--- src/rtl/axil_master.sv ---
// Single-outstanding AXI4-Lite initiator: one local command becomes one AXI read or write.
// Every handshake phase is bounded by a cycle timeout so an unresponsive slave cannot stall us.
module axil_master #(
    parameter int unsigned C_DATA_W  = 32,
    parameter int unsigned C_ADDR_W  = 32,
    parameter int unsigned C_TIMEOUT = 15
) (
    input  logic                  s_axi_aclk,
    input  logic                  s_axi_aresetn,
    input  logic                  cmd_valid,
    output logic                  cmd_ready,
    input  logic                  cmd_write,
    input  logic [C_ADDR_W-1:0]   cmd_addr,
    input  logic [C_DATA_W-1:0]   cmd_wdata,
    output logic                  rsp_valid,
    output logic [C_DATA_W-1:0]   rsp_rdata,
    output logic [1:0]            rsp_resp,
    output logic                  rsp_timeout,
    output logic [C_ADDR_W-1:0]   m_axi_awaddr,
    output logic                  m_axi_awvalid,
    input  logic                  m_axi_awready,
    output logic [C_DATA_W-1:0]   m_axi_wdata,
    output logic [C_DATA_W/8-1:0] m_axi_wstrb,
    output logic                  m_axi_wvalid,
    input  logic                  m_axi_wready,
    input  logic [1:0]            m_axi_bresp,
    input  logic                  m_axi_bvalid,
    output logic                  m_axi_bready,
    output logic [C_ADDR_W-1:0]   m_axi_araddr,
    output logic                  m_axi_arvalid,
    input  logic                  m_axi_arready,
    input  logic [C_DATA_W-1:0]   m_axi_rdata,
    input  logic [1:0]            m_axi_rresp,
    input  logic                  m_axi_rvalid,
    output logic                  m_axi_rready
);

    localparam int unsigned     CntW       = $clog2(C_TIMEOUT + 1);
    localparam logic [CntW-1:0] CntLoad    = CntW'(C_TIMEOUT - 1);
    localparam logic [1:0]      RespSlvErr = 2'b10;

    typedef enum logic [2:0] {StIdle, StWrReq, StWrResp, StRdReq, StRdResp} state_e;

    state_e              state_q, state_d;
    logic [CntW-1:0]     cnt_q, cnt_d;
    logic                aw_done_q, aw_done_d;
    logic                w_done_q, w_done_d;
    logic [C_ADDR_W-1:0] addr_q, addr_d;
    logic [C_DATA_W-1:0] wdata_q, wdata_d;
    logic                rsp_valid_q, rsp_valid_d;
    logic [C_DATA_W-1:0] rsp_rdata_q, rsp_rdata_d;
    logic [1:0]          rsp_resp_q, rsp_resp_d;
    logic                rsp_timeout_q, rsp_timeout_d;

    logic accept, aw_hs, w_hs, ar_hs, b_hs, r_hs, phase_done, timed_out;

    assign accept = (state_q == StIdle) && cmd_valid;
    assign aw_hs  = m_axi_awvalid && m_axi_awready;
    assign w_hs   = m_axi_wvalid && m_axi_wready;
    assign ar_hs  = m_axi_arvalid && m_axi_arready;
    assign b_hs   = m_axi_bready && m_axi_bvalid;
    assign r_hs   = m_axi_rready && m_axi_rvalid;

    // A write request phase completes only once both AW and W have handshaken; a lone
    // AW or W handshake does not restart the phase timer.
    always_comb begin
        phase_done = 1'b0;
        case (state_q)
            StWrReq:  phase_done = (aw_done_q || aw_hs) && (w_done_q || w_hs);
            StWrResp: phase_done = b_hs;
            StRdReq:  phase_done = ar_hs;
            StRdResp: phase_done = r_hs;
            default:  phase_done = 1'b0;
        endcase
    end

    assign timed_out = (state_q != StIdle) && !phase_done && (cnt_q == '0);

    always_ff @(posedge s_axi_aclk or negedge s_axi_aresetn) begin
        if (!s_axi_aresetn) begin
            state_q <= StIdle;
        end else begin
            state_q <= state_d;
        end
    end

    always_comb begin
        state_d = state_q;
        case (state_q)
            StIdle: begin
                if (cmd_valid) begin
                    state_d = cmd_write ? StWrReq : StRdReq;
                end
            end
            StWrReq: begin
                if (phase_done) begin
                    state_d = StWrResp;
                end else if (timed_out) begin
                    state_d = StIdle;
                end
            end
            StRdReq: begin
                if (phase_done) begin
                    state_d = StRdResp;
                end else if (timed_out) begin
                    state_d = StIdle;
                end
            end
            StWrResp, StRdResp: begin
                if (phase_done || timed_out) begin
                    state_d = StIdle;
                end
            end
            default: state_d = StIdle;
        endcase
    end

    // Handshake signals decode only from registers, so no AXI input reaches an AXI output.
    always_comb begin
        cmd_ready     = 1'b0;
        m_axi_awvalid = 1'b0;
        m_axi_wvalid  = 1'b0;
        m_axi_bready  = 1'b0;
        m_axi_arvalid = 1'b0;
        m_axi_rready  = 1'b0;
        case (state_q)
            StIdle:   cmd_ready = 1'b1;
            StWrReq: begin
                m_axi_awvalid = !aw_done_q;
                m_axi_wvalid  = !w_done_q;
            end
            StWrResp: m_axi_bready  = 1'b1;
            StRdReq:  m_axi_arvalid = 1'b1;
            StRdResp: m_axi_rready  = 1'b1;
            default:  cmd_ready = 1'b0;
        endcase
    end

    assign m_axi_awaddr = addr_q;
    assign m_axi_araddr = addr_q;
    assign m_axi_wdata  = wdata_q;
    assign m_axi_wstrb  = '1;
    assign rsp_valid    = rsp_valid_q;
    assign rsp_rdata    = rsp_rdata_q;
    assign rsp_resp     = rsp_resp_q;
    assign rsp_timeout  = rsp_timeout_q;

    always_comb begin
        cnt_d         = cnt_q;
        aw_done_d     = aw_done_q;
        w_done_d      = w_done_q;
        addr_d        = addr_q;
        wdata_d       = wdata_q;
        rsp_valid_d   = 1'b0;
        rsp_rdata_d   = rsp_rdata_q;
        rsp_resp_d    = rsp_resp_q;
        rsp_timeout_d = rsp_timeout_q;

        if (accept) begin
            cnt_d     = CntLoad;
            aw_done_d = 1'b0;
            w_done_d  = 1'b0;
            addr_d    = cmd_addr;
            wdata_d   = cmd_wdata;
        end else if (state_q != StIdle) begin
            if (phase_done) begin
                cnt_d = CntLoad;
            end else if (cnt_q != '0) begin
                cnt_d = cnt_q - CntW'(1);
            end
            if (state_q == StWrReq) begin
                aw_done_d = aw_done_q || aw_hs;
                w_done_d  = w_done_q || w_hs;
            end
        end

        if (timed_out) begin
            cnt_d         = '0;
            rsp_valid_d   = 1'b1;
            rsp_rdata_d   = '0;
            rsp_resp_d    = RespSlvErr;
            rsp_timeout_d = 1'b1;
        end else if ((state_q == StWrResp) && b_hs) begin
            rsp_valid_d   = 1'b1;
            rsp_rdata_d   = '0;
            rsp_resp_d    = m_axi_bresp;
            rsp_timeout_d = 1'b0;
        end else if ((state_q == StRdResp) && r_hs) begin
            rsp_valid_d   = 1'b1;
            rsp_rdata_d   = m_axi_rdata;
            rsp_resp_d    = m_axi_rresp;
            rsp_timeout_d = 1'b0;
        end
    end

    always_ff @(posedge s_axi_aclk or negedge s_axi_aresetn) begin
        if (!s_axi_aresetn) begin
            cnt_q         <= '0;
            aw_done_q     <= 1'b0;
            w_done_q      <= 1'b0;
            addr_q        <= '0;
            wdata_q       <= '0;
            rsp_valid_q   <= 1'b0;
            rsp_rdata_q   <= '0;
            rsp_resp_q    <= '0;
            rsp_timeout_q <= 1'b0;
        end else begin
            cnt_q         <= cnt_d;
            aw_done_q     <= aw_done_d;
            w_done_q      <= w_done_d;
            addr_q        <= addr_d;
            wdata_q       <= wdata_d;
            rsp_valid_q   <= rsp_valid_d;
            rsp_rdata_q   <= rsp_rdata_d;
            rsp_resp_q    <= rsp_resp_d;
            rsp_timeout_q <= rsp_timeout_d;
        end
    end

endmodule

--- config.mk ---
export PLATFORM = sky130hd
export DESIGN_NAME = axil_master
export DESIGN_NICKNAME = d
export VERILOG_FILES = /design/src/rtl/axil_master.sv
export SDC_FILE = /design/constraint.sdc
export NUM_CORES = 1
export LEC_CHECK = 0
export BUFFER_PORTS_ARGS = -buffer_cell sky130_fd_sc_hd__buf_4
export CAP_MARGIN = 5
export CELL_PAD_IN_SITES_DETAIL_PLACEMENT = 2
export CELL_PAD_IN_SITES_GLOBAL_PLACEMENT = 2
export CORE_MARGIN = 2
export CORE_UTILIZATION = 27
export DETAILED_ROUTE_END_ITERATION = 16
export GPL_ROUTABILITY_DRIVEN = 0
export PLACE_DENSITY_LB_ADDON = 0.2
export SETUP_SLACK_MARGIN = 0.3
export SYNTH_ARGS = -nofsm -noshare
export SYNTH_HDL_FRONTEND = slang
export SYNTH_SLANG_ARGS = --single-unit
export TNS_END_PERCENT = 100
--- constraint.sdc ---
create_clock -name s_axi_aclk -period 2.4 [get_ports s_axi_aclk]
set_input_delay 0.24 -clock s_axi_aclk [delete_from_list [all_inputs] [get_ports s_axi_aclk]]
set_output_delay 0.24 -clock s_axi_aclk [all_outputs]
set_load 0.01 [all_outputs]
---- Word level (Yosys, flattened, before mapping) ----
Cells that the tools add are included.
storage, ports and cells
  output and inout bits ................... 142
  flip-flop bits (word level) ............. 109
  bits of input ports ..................... 109
  logic and storage cells ................. 84
cells by class
  eq/ne operators ......................... 6
  reductions and logical operators ........ 30
  muxes and demuxes ....................... 37
  $add $sub $neg .......................... 1
operators with widths
  kind                   number
  $mux W32               3
  $mux W4                5
  $mux W1                18
  $mux W3                5
  $pmux W3 S4            1
  $logic_and A1 B1 Y1    11
  $reduce_bool A3 Y1     3
  $mux W2                4
  $reduce_bool A4 Y1     2
  $eq A3 B2 Y1 const B   2
  $reduce_and A2 Y1      3
  $logic_not A4 Y1       1
  $ne A2 B2 Y1 const B   2
  $pmux W1 S4            1
  $reduce_bool A2 Y1     2
  $sub A4 B1 Y4 const B  1
  $eq A3 B1 Y1 const B   1
  $eq A3 B3 Y1 const B   1
  $logic_not A1 Y1       3
  $logic_not A3 Y1       1
  $logic_or A1 B1 Y1     3
  $reduce_or A2 Y1       1

---- Depth between registers and ports, before layout ----
  depth after elaboration ................. 12
  depth in mapped cells ................... 7
  mapped depth without buffers ............ 6

---- Least setup slack after synthesis ----
OpenSTA, ideal clock, no wires.
  path kind ............................... register -> register
  from .................................... register cnt_q[0]
  to ...................................... register rsp_rdata_q[22], in the netlist rsp_rdata[22]
  required time ........................... 2,279 ps
  setup time .............................. 121 ps
  period minus slack after synthesis ...... 1,762 ps
  buffers on the path ..................... 1
  stages on the path, launching flop included .. 8
  data arrival time ....................... 1,641 ps
  slack ................................... 638 ps
  path through ............................ dfrtp_1 -> inv_1 -> ha_1 -> nor2b_1 -> nor2b_1 -> a31oi_4 -> buf_6 -> a22o_1
between the ends
  word-level cells in the longest chain between the ends .. 3
  elaborated cells between the ends (all ways) .. 4
  classes of those cells .................. 1 x mux; 3 x reduce/logical
RTL lines
  item                                                                    line  source
  from (decl)                                                             45    logic [CntW-1:0] cnt_q, cnt_d;
  from (signal assigned)                                                  208   cnt_q <= cnt_d;
  $logic_not A4 Y1 *                                                      77    assign timed_out = (state_q != StIdle) && !phase_done && (cnt_q == '0);
  $logic_and A1 B1 Y1 *                                                   77
  $reduce_bool A3 Y1 (no source line) / $mux W32 (equally long branches)  -
  to (signal assigned)                                                    214   rsp_rdata_q <= rsp_rdata_d;
  to (decl)                                                               51    logic [C_DATA_W-1:0] rsp_rdata_q, rsp_rdata_d;
Every way passes the cells marked *; elsewhere a longest branch is shown, timed or not.
A chain may end at the register's enable or synchronous reset.

---- Worst setup path after layout ----
  from .................................... register state_q[0]
  to ...................................... output m_axi_awvalid
between the ends
  word-level cells in the longest chain between the ends .. 2
RTL lines
  item                    line  source
  from (decl)             44    state_e state_q, state_d;
  from (signal assigned)  81    state_q <= StIdle;
  from (signal assigned)  83    state_q <= state_d;
  $eq A3 B1 Y1            126   case (state_q)
  $mux W1                 126
  to (decl)               20    output logic m_axi_awvalid,
Every way passes these cells.

==> results.ini <==
[final_layout]
number_of_nets_in_the_finished_design=657
layout.cells.most_common=buf_4
layout.cell_area.non_filler_mm2=0.00678
num-fill-cells=1724
layout.cells.most_common_list=253 x buf_4, 108 x dfrtp_1, 38 x mux2_1
layout.cells.non_filler=772
multiInputGateArea_mm2=0.00149
layout-area-overhead-vs-synth_pct=46.8
layout_utilization_pct=40.8
final_layout_size_suffix_gt1_share_pct=56.3
sequential_cell_area_mm2=0.00273
diodes=0

[worst_setup_path]
critical_path_buf_inv_count=2
critical-path-slowest-cell=dfrtp_2
top_family_by_delay_on_critical_path=simple AND/OR/NAND/NOR gates
critPathKind=reg -> out
cp_cell_sequence=buf_4, or3b_2, nor2_1, buf_4
setup.worst_path.start_class=flop
worstPathRequired_ps=2160
critical_path.max_fanout=9
timing.critical_path.arrival_ps=1760
timing.critical_path.to_type=output port
critical_path.most_common_cell=buf_4
critical_path.max_stage_delay_ps=490

[timing]
totalNegativeSetupSlack_ps=0
timing.fmax_mhz=500
report.final.slew_viol_count=0
final.setup.worst_slack_ps=398
period_minus_slack_ps=2000
skew_ps=7.35
setup_repair_after_global_routing_missed_its_margin=false
final_hold_slack_ps=102
final_hold_viol_count=0
fin_crit_sh_pct=83.4
setup-violations-final=0

[global_routing]
total_grt_overflow=0
first_global_vias=3867
initial_antenna_violation_count=0
first_pass_grt_wire_length_um=22200
largest_net_degree_at_the_start_of_global_routing=55
grtUsageTotal_pct=15.9

[pwr]
pwr_density_cell_mw_per_mm2=1280
p_leak_nw=3.31
share_seq_of_total_power_pct=36.4
combPwrFrac_pct=45.7
total_switching_power_mw=3.04
power_report.internal_total_mw=5.64
clock_power_share_pct=17.9
worst_ir_drop_vdd_mv=0.424
p_sw_share_pct=35.0
power.total_mw=8.68

[logic_synthesis]
number_of_flops_mapped_to_enable_cells_by_yosys=0
synth_seq_cells=109
synthFlopType=dfrtp_1
ys.warnings.count=0
syn_area_per_cell_um2=14.0
asyncSetResetFlopFracSynth_pct=100
netlist_area_before_placement_mm2=0.00462
netlist-cell-type-count=48
ys_seq_area_share_pct=59.0
post_synth_inst_count=329

[route]
post_drt_wl_per_cell_um=18.4
dr.first_iter.drc_count=119
dr.pass1.iters=4
wl_um=14200
antenna_violating_nets_post_route=0
routed_via_density=4.49
detail_route.drc_violations=0
num_vias=3467

[floorplan]
placementRows=47
dieHeight_um=135
io-pin-count=251
die_footprint_mm2=0.0182
initial_utilization_pct=27.8
die_w_um=135
design.core.area_mm2=0.0166

[cts]
clock_tree.buffer_depth=2
root_buffer=clkbuf_16
clock_latency_ps=350
tritoncts=built
clock_sink_count=109
htree_levels=3
clkTransAtPathRegs_ps=80
cts_inserted_buffers=9

[placement]
dp.final_hpwl_um=10900
port_buffers=246
dp.cells=755
dpl_worst_slack_ps=375
placed_area_mm2=0.00646

[run]
maxCapViolations=0

[hold_path]
hold_path_class=in -> reg

[outcome]
run_status=finished clean

[power groups by stage]
stage	clock (mW)	combinational [mW]	sequential, mW
3_3_place_gp	0	3.95	3.13
3_5_place_dp	0	4.05	3.21
6_report	1.55	3.97	3.16
5_1_grt	1.69	4.32	3.28
4_1_cts	1.62	4.06	3.18
2_1_floorplan	0	2.02	3.37
[flip-flops by register name, indices dropped and copies added (netlist names)]
signal,cells
aw_done_q,1
m_axi_araddr,32
rsp_valid,1
rsp_resp,2
rsp_rdata,32
w_done_q,1
state_q,3
rsp_timeout,1
cnt_q,4
m_axi_wdata,32
[cell usage after synthesis, types with 3 or more instances]
cell / instances / area [µm²]
o31ai_1: 3 / 22.5
buf_4: 39 / 293
nor2_1: 7 / 26.3
a21oi_1: 4 / 20.0
buf_2: 4 / 20.0
buf_6: 8 / 90.1
nor2b_1: 3 / 18.8
nand2_1: 9 / 33.8
mux2_2: 26 / 293
mux2_1: 38 / 428
a22o_1: 32 / 280
dfrtp_1: 109 / 2730
[worst reg2reg max path: stages (launching register included)]
cell and delay (ps):
dfrtp_2 490, or3_4 410, clkinv_2 110, and2_4 170, buf_4 280, mux2_2 390
[cell type report]
| cell class | count | area share, % |
|---|---|---|
| Clock buffer | 10 | 3.52 |
| Tap cell | 220 | 4.06 |
| Timing Repair Buffer | 257 | 28.9 |
| Sequential cell | 109 | 40.2 |
| Inverter | 4 | 0.240 |
| Clock inverter | 6 | 1.03 |
| Multi-Input combinational cell | 166 | 22.0 |
[cell families after synthesis]
kind of cell	after synthesis	share of synthesized area, %
AO/OA/AOI/OAI	57	10.4
adder cells (fa/ha/maj)	1	0.271
buffers and inverters	57	9.23
flip-flops	109	59.0
multiplexers	66	16.0
other	1	0.0811
AND/OR/NAND/NOR	38	5.01
[final timing paths]
path | start | end | slack, ps | cells past startpoint
max | state_q[0]$_DFFE_PN0P_ | m_axi_awvalid | 400 | 4
min | cmd_wdata[1] | m_axi_wdata[1]$_DFFE_PN0P_ | 100 | 2
max reg2reg | state_q[0]$_DFFE_PN0P_ | m_axi_wdata[21]$_DFFE_PN0P_ | 450 | 5
min reg2reg | m_axi_wdata[31]$_DFFE_PN0P_ | m_axi_wdata[31]$_DFFE_PN0P_ | 500 | 1
max in group asynchronous | s_axi_aresetn | m_axi_araddr[0]$_DFFE_PN0P_ | 1340 | 3
min in group asynchronous | s_axi_aresetn | rsp_rdata[14]$_DFFE_PN0P_ | 370 | 2
[what timing repair did]
action,CTS,global route
resized for setup,1,1
endpoints found under the setup margin,2,5
hold buffers,1,0
hold endpoints to repair,30,0
setup buffers,0,0
[per-layer routing]
metal	track usage (%)	wire, µm	vias up	share of wire [%]
li1	-	-	1564	-
met1	19.2	5600	1733	39
met2	27.4	7260	159	51
met3	4.62	1200	11	8.4
met4	4.91	168	0	1.2
met5	0	0	-	0
Power figures use the tool's default switching activity.
